`src/rtl/vga_pkg.sv`:
```
// Shared VGA timing constants and frame-buffer geometry for the scan-out path.
package vga_pkg;

    localparam int unsigned H_VIS   = 640;
    localparam int unsigned H_FP    = 16;
    localparam int unsigned H_SYNC  = 96;
    localparam int unsigned H_BP    = 48;
    localparam int unsigned H_TOTAL = H_VIS + H_FP + H_SYNC + H_BP;

    localparam int unsigned V_VIS   = 480;
    localparam int unsigned V_FP    = 10;
    localparam int unsigned V_SYNC  = 2;
    localparam int unsigned V_BP    = 33;
    localparam int unsigned V_TOTAL = V_VIS + V_FP + V_SYNC + V_BP;

    localparam int unsigned FB_W    = 128;
    localparam int unsigned FB_H    = 96;
    localparam int unsigned SCALE   = 5;

    localparam int unsigned ADDR_W  = 14;
    localparam int unsigned COORD_W = ADDR_W / 2;
    localparam int unsigned CNT_W   = 10;

endpackage

```
`src/rtl/vga_timing_gen.sv`:
```
// Pixel-tick divider plus horizontal/vertical counters, raw syncs and blanking flags.
module vga_timing_gen #(
    parameter int unsigned PIX_DIV = 2,
    parameter int unsigned H_VIS   = vga_pkg::H_VIS,
    parameter int unsigned H_FP    = vga_pkg::H_FP,
    parameter int unsigned H_SYNC  = vga_pkg::H_SYNC,
    parameter int unsigned H_BP    = vga_pkg::H_BP,
    parameter int unsigned V_VIS   = vga_pkg::V_VIS,
    parameter int unsigned V_FP    = vga_pkg::V_FP,
    parameter int unsigned V_SYNC  = vga_pkg::V_SYNC,
    parameter int unsigned V_BP    = vga_pkg::V_BP
) (
    input  logic                       clk,
    input  logic                       reset,
    output logic                       pix_en,
    output logic [vga_pkg::CNT_W-1:0]  h_cnt,
    output logic [vga_pkg::CNT_W-1:0]  v_cnt,
    output logic                       hsync_raw,
    output logic                       vsync_raw,
    output logic                       visible,
    output logic                       line_end,
    output logic                       frame_end
);
    import vga_pkg::*;

    localparam int unsigned DIV_W = (PIX_DIV > 1) ? $clog2(PIX_DIV) : 1;
    localparam logic [DIV_W-1:0] DIV_LAST = DIV_W'(PIX_DIV - 1);

    localparam logic [CNT_W-1:0] H_VIS_C  = CNT_W'(H_VIS);
    localparam logic [CNT_W-1:0] H_LAST   = CNT_W'(H_VIS + H_FP + H_SYNC + H_BP - 1);
    localparam logic [CNT_W-1:0] HS_START = CNT_W'(H_VIS + H_FP);
    localparam logic [CNT_W-1:0] HS_END   = CNT_W'(H_VIS + H_FP + H_SYNC);
    localparam logic [CNT_W-1:0] V_VIS_C  = CNT_W'(V_VIS);
    localparam logic [CNT_W-1:0] V_LAST   = CNT_W'(V_VIS + V_FP + V_SYNC + V_BP - 1);
    localparam logic [CNT_W-1:0] VS_START = CNT_W'(V_VIS + V_FP);
    localparam logic [CNT_W-1:0] VS_END   = CNT_W'(V_VIS + V_FP + V_SYNC);

    logic [DIV_W-1:0] div_cnt;

    always_ff @(posedge clk) begin
        if (reset) begin
            div_cnt <= '0;
        end else if (div_cnt == DIV_LAST) begin
            div_cnt <= '0;
        end else begin
            div_cnt <= div_cnt + 1'b1;
        end
    end

    // Gated by reset so the first tick lands on the first cycle after release.
    assign pix_en = !reset && (div_cnt == '0);

    always_ff @(posedge clk) begin
        if (reset) begin
            h_cnt <= '0;
            v_cnt <= '0;
        end else if (pix_en) begin
            if (line_end) begin
                h_cnt <= '0;
                v_cnt <= frame_end ? '0 : v_cnt + 1'b1;
            end else begin
                h_cnt <= h_cnt + 1'b1;
            end
        end
    end

    assign line_end  = (h_cnt == H_LAST);
    assign frame_end = line_end && (v_cnt == V_LAST);
    assign hsync_raw = !((h_cnt >= HS_START) && (h_cnt < HS_END));
    assign vsync_raw = !((v_cnt >= VS_START) && (v_cnt < VS_END));
    assign visible   = (h_cnt < H_VIS_C) && (v_cnt < V_VIS_C);

endmodule

```
`src/rtl/vga_vram_reader.sv`:
```
// VRAM scan-out: 5x5 pixel replication address generator and 2-stage pin pipeline.
module vga_vram_reader #(
    parameter int unsigned PIX_DIV = 2,
    parameter int unsigned SCALE   = vga_pkg::SCALE,
    parameter int unsigned H_VIS   = vga_pkg::H_VIS,
    parameter int unsigned H_FP    = vga_pkg::H_FP,
    parameter int unsigned H_SYNC  = vga_pkg::H_SYNC,
    parameter int unsigned H_BP    = vga_pkg::H_BP,
    parameter int unsigned V_VIS   = vga_pkg::V_VIS,
    parameter int unsigned V_FP    = vga_pkg::V_FP,
    parameter int unsigned V_SYNC  = vga_pkg::V_SYNC,
    parameter int unsigned V_BP    = vga_pkg::V_BP
) (
    input  logic                        clk,
    input  logic                        reset,
    output logic [vga_pkg::ADDR_W-1:0]  vram_addr,
    output logic                        vram_en,
    input  logic                        vram_dout_r,
    input  logic                        vram_dout_g,
    input  logic                        vram_dout_b,
    output logic                        vga_hsync,
    output logic                        vga_vsync,
    output logic                        vga_r,
    output logic                        vga_g,
    output logic                        vga_b
);
    import vga_pkg::*;

    localparam int unsigned REP_W = (SCALE > 1) ? $clog2(SCALE) : 1;
    localparam logic [REP_W-1:0] REP_LAST = REP_W'(SCALE - 1);
    localparam logic [CNT_W-1:0] H_VIS_C  = CNT_W'(H_VIS);
    localparam logic [CNT_W-1:0] V_VIS_C  = CNT_W'(V_VIS);

    logic               pix_en, hsync_raw, vsync_raw, visible, line_end, frame_end;
    logic [CNT_W-1:0]   h_cnt, v_cnt;
    logic [COORD_W-1:0] col, row;
    logic [REP_W-1:0]   col_rep, row_rep;
    logic               s1_hsync, s1_vsync, s1_vis;

    vga_timing_gen #(
        .PIX_DIV (PIX_DIV),
        .H_VIS   (H_VIS),
        .H_FP    (H_FP),
        .H_SYNC  (H_SYNC),
        .H_BP    (H_BP),
        .V_VIS   (V_VIS),
        .V_FP    (V_FP),
        .V_SYNC  (V_SYNC),
        .V_BP    (V_BP)
    ) u_timing (
        .clk       (clk),
        .reset     (reset),
        .pix_en    (pix_en),
        .h_cnt     (h_cnt),
        .v_cnt     (v_cnt),
        .hsync_raw (hsync_raw),
        .vsync_raw (vsync_raw),
        .visible   (visible),
        .line_end  (line_end),
        .frame_end (frame_end)
    );

    always_ff @(posedge clk) begin
        if (reset) begin
            col     <= '0;
            col_rep <= '0;
        end else if (pix_en) begin
            if (line_end) begin
                col     <= '0;
                col_rep <= '0;
            end else if (h_cnt < H_VIS_C) begin
                if (col_rep == REP_LAST) begin
                    col_rep <= '0;
                    col     <= col + 1'b1;
                end else begin
                    col_rep <= col_rep + 1'b1;
                end
            end
        end
    end

    always_ff @(posedge clk) begin
        if (reset) begin
            row     <= '0;
            row_rep <= '0;
        end else if (pix_en && line_end) begin
            if (frame_end) begin
                row     <= '0;
                row_rep <= '0;
            end else if (v_cnt < V_VIS_C) begin
                if (row_rep == REP_LAST) begin
                    row_rep <= '0;
                    row     <= row + 1'b1;
                end else begin
                    row_rep <= row_rep + 1'b1;
                end
            end
        end
    end

    // Address loads only on visible ticks, so row/col overrun during blanking never reaches the port.
    always_ff @(posedge clk) begin
        if (reset) begin
            vram_addr <= '0;
            vram_en   <= 1'b0;
            s1_hsync  <= 1'b1;
            s1_vsync  <= 1'b1;
            s1_vis    <= 1'b0;
        end else if (pix_en) begin
            vram_en  <= visible;
            s1_hsync <= hsync_raw;
            s1_vsync <= vsync_raw;
            s1_vis   <= visible;
            if (visible) begin
                vram_addr <= {row, col};
            end
        end
    end

    always_ff @(posedge clk) begin
        if (reset) begin
            vga_hsync <= 1'b1;
            vga_vsync <= 1'b1;
            vga_r     <= 1'b0;
            vga_g     <= 1'b0;
            vga_b     <= 1'b0;
        end else if (pix_en) begin
            vga_hsync <= s1_hsync;
            vga_vsync <= s1_vsync;
            vga_r     <= s1_vis & vram_dout_r;
            vga_g     <= s1_vis & vram_dout_g;
            vga_b     <= s1_vis & vram_dout_b;
        end
    end

endmodule

```
`config.mk`:
```
export PLATFORM = sky130hd
export DESIGN_NAME = vga_vram_reader
export DESIGN_NICKNAME = d
export VERILOG_FILES = /design/src/rtl/vga_pkg.sv /design/src/rtl/vga_timing_gen.sv /design/src/rtl/vga_vram_reader.sv
export SDC_FILE = /design/constraint.sdc
export NUM_CORES = 1
export LEC_CHECK = 0
export BUFFER_PORTS_ARGS = -buffer_cell sky130_fd_sc_hd__buf_2
export CAP_MARGIN = 15
export CORE_UTILIZATION = 60
export CTS_BUF_LIST = sky130_fd_sc_hd__clkbuf_4
export CTS_CLUSTER_DIAMETER = 80
export CTS_CLUSTER_SIZE = 20
export DETAILED_ROUTE_END_ITERATION = 8
export GPL_TIMING_DRIVEN = 1
export PLACE_DENSITY = 0.85
export SKIP_LAST_GASP = 1
export SLEW_MARGIN = 20
export SYNTH_ARGS = -nofsm -noshare
export SYNTH_HDL_FRONTEND = slang
export SYNTH_SLANG_ARGS = --single-unit
```
`constraint.sdc`:
```
create_clock -name clk -period 4.48 [get_ports clk]
set_input_delay 0.896 -clock clk [delete_from_list [all_inputs] [get_ports clk]]
set_output_delay 0.896 -clock clk [all_outputs]
set_load 0.005 [all_outputs]
```
==> key figures <==
Outcome
  • Outcome: complete, no violations

STA
  • Final Cycle Share: 66.7%
  • Tightest Pin Transition: 1070 ps
  • Pins Over Slew Limit: 0
  • Setup TNS: 0 ps
  • Highest Clock Rate: 335 MHz
  • # setup viols final: 0
  • Final hold violations: 0
  • RSZ-0062 raised after global routing: false
  • Final WS setup: 1490 ps
  • Worst rel slew slack: 28.7%
  • Crit path time final: 2990 ps
  • Clk_skew: 13.9 ps

Routing
  • First DRT Iteration DRCs: 161
  • DRC Markers: 0
  • ANT nets after route: 0
  • Vias per inst: 6.21
  • 1st-pass router iterations: 4
  • DR vias: 2671
  • Routed len/inst: 15.0 µm
  • Routed WL: 6.46 mm

Clock tree
  • CTS-repair resized insts: 0
  • Skew-Pair Late Insertion Delay: 400 ps
  • Clk slew on worst S/H paths: 90 ps
  • CTS buffer count: 9
  • Clock root buffer: clkbuf_4
  • Htree depth: 3
  • Clock sinks: 63
  • CTS tree: yes
  • Clock Path Buffers: 2
  • Post-CTS Setup Inserts: 0
  • Hold_buf cts: 0

Logic synthesis
  • Flops & latches, synth: 63
  • Main combinational cell family by area after synthesis: simple AND/OR/NAND/NOR gates
  • Syn Area/Cell: 8.71 µm²
  • Post-synthesis async set-or-reset flop share: 0%
  • Adder-Cell Fraction of Synth Area: 4.14%
  • Compound-gate portion of the synthesized area: 18.4%
  • Number of synthesized flops with an enable pin: 0
  • Seq/Total Area, Yosys: 41.7%
  • Syn Inst Count: 347
  • Top_reg_cell synth: dfxtp_1
  • Syn Nets: 362
  • Synth cell types: 52
  • Synth Area in Simple Gates: 23.1%
  • Synth Area in XOR/XNOR: 2.03%
  • Multiplexer share of the synthesized area: 5.30%
  • Syn. warnings: 0
  • Synth Cell Area: 3020 µm²

Final layout
  • Layout cells sized above 1: 12.4%
  • Commonest non-fill, non-tap cell in the layout: dfxtp_1
  • Final Instance Area: 3260 µm²
  • Diode count: 0
  • Fillers: 397
  • Most frequent cells in the layout: 63 x dfxtp_1, 29 x nor2_1, 26 x a21oi_1
  • Number of nets in the layout: 376
  • Area grow syn2layout: 7.86%
  • Fin util: 68.1%

Power and ir drop
  • PD cells: 297 nW/µm²
  • P_leak: 1.22 nW
  • Final Total Pwr: 0.967 mW
  • Peak supply drop: 149 µV

Hold path
  • Worst min-delay path class: flip-flop to flip-flop
  • Hold wc startpoint: s1_vis

Floorplanning
  • Die W: 73.0 µm
  • Io pins: 25
  • Initial Utilization: 63.2%
  • Rows: 25
  • Die H: 73.0 µm
  • Core footprint: 4790 µm²
  • Die area: 5330 µm²

Global route
  • Congestion Overflow GR: 0
  • Largest net degree at the start of global routing: 51
  • Initial antenna violation count: 0
  • Vias in the first global route: 2416
  • Global Route Usage Sum: 26.1%
  • First-pass GRT wire length: 10.8 mm

Setup path
  • Startpoint types: input port
  • Required @ worst endpoint: 4730 ps
  • Setup crit start: reset
  • CP Class: input port to flip-flop
  • Largest stage delay, worst path: 930 ps
  • CP Cell Sequence: buf_2, nor2_1, nand4_1, mux2i_1, nor2_1
  • Crit path DAT: 3230 ps
  • Reg2Reg Setup Slack: 1870 ps
  • CP Capture Type: flip-flop
  • R2R Path Start: u_timing.div_cnt
  • Worst-path maximum fanout: 50
  • Critical path's most frequent cell: nor2_1
  • Max stage delay cell, worst path: nand4_1

Placed design
  • IO buf count: 24
  • Pre-CTS WS: 1040 ps
  • Post-detail-place hpwl: 4.39 mm
  • Post-DP Area: 3150 µm²
  • Gp weighted congestion: 0.851

Run
  • # Max-Cap Violations: 0
[stage by stage]
| step | instances | hold slack, ps |
|---|---|---|
| floorplan | 347 | 442 |
| global placement | 417 | 456 |
| finish | 430 | 480 |
| CTS | 430 | 477 |
| detailed placement | 417 | 464 |
| global route | 430 | 502 |
[final timing paths]
| check | end | cells past startpoint |
|---|---|---|
| max reg2reg | vram_addr[0] | 4 |
| min | s1_vis | 2 |
| max | vram_addr[0] | 5 |
| min reg2reg | s1_vis | 2 |
[synthesized netlist by cell type (all sizes together) (3+ instances only)]
master  instances  share of area (%)
a21o            3               0.74
a21oi          26                4.3
a22oi           3               0.74
a311oi          4                1.6
a31oi           4               0.83
and3            5                1.0
buf             7                1.4
clkbuf         16                2.0
dfxtp          63                 42
ha             10                4.1
inv            16                2.0
mux2i          16                5.3
nand2          21                2.6
nand3          18                3.0
nand4           8                1.7
nor2           29                3.6
nor2b           5                1.0
nor3            5               0.83
nor4            6                1.7
o21ai          20                3.3
o31ai           6                1.5
o32ai           4                1.2
or3             9                1.9
or4             9                2.4
xnor2           4                1.2
xor2            3               0.87
[per-layer routing]
layer  share of wire, %  up-vias  GRT usage (%)
met3                5.1       12           4.56
met4                1.8        0           13.9
met1                 46     1274           34.2
li1                   -     1304              -
met2                 47       81           41.0
met5                  0        -              0
[worst max-delay path, delay by kind of cell]
family | cells | cell delay, ps
simple gates | 3 | 1510
mux | 1 | 430
buf+inv | 1 | 370
[power by group]
part | leakage (nW) | internal (mW) | switching [mW] | total [mW]
combinational | 0.650 | 0.0174 | 0.0258 | 0.0432
sequential | 0.509 | 0.566 | 0.00919 | 0.575
clock | 0.0633 | 0.164 | 0.185 | 0.349
total | 1.22 | 0.747 | 0.220 | 0.967
[registers in the layout, summed over array words and instances, names as in the netlist]
signal / flops
s1_vsync: 1
u_timing.v_cnt: 10
col: 7
u_timing.h_cnt: 10
vram_addr: 14
vga_r: 1
col_rep: 3
row_rep: 3
vga_g: 1
vga_b: 1
vga_vsync: 1
s1_vis: 1
row: 7
vga_hsync: 1
u_timing.div_cnt: 1
s1_hsync: 1
[kinds of logic after synthesis]
family,after synthesis
xor gates and xnor gates,7
buffers and inverters,39
adders and majority gates,10
DFF,63
muxes,16
and+or+nand+nor,127
AOI/OAI and AO/OA,85
[area by class of cell]
cell class	count	area (µm²)	share of cell area (%)
clock inverter	3	37.5	1.15
inverter	16	60.1	1.84
tap	67	83.8	2.57
sequential	63	1260	38.7
timing repair buffer	26	135	4.14
multi-input combinational	245	1610	49.3
clock buffer	10	75.1	2.30
No activity file was read; power rests on OpenSTA's default activity.
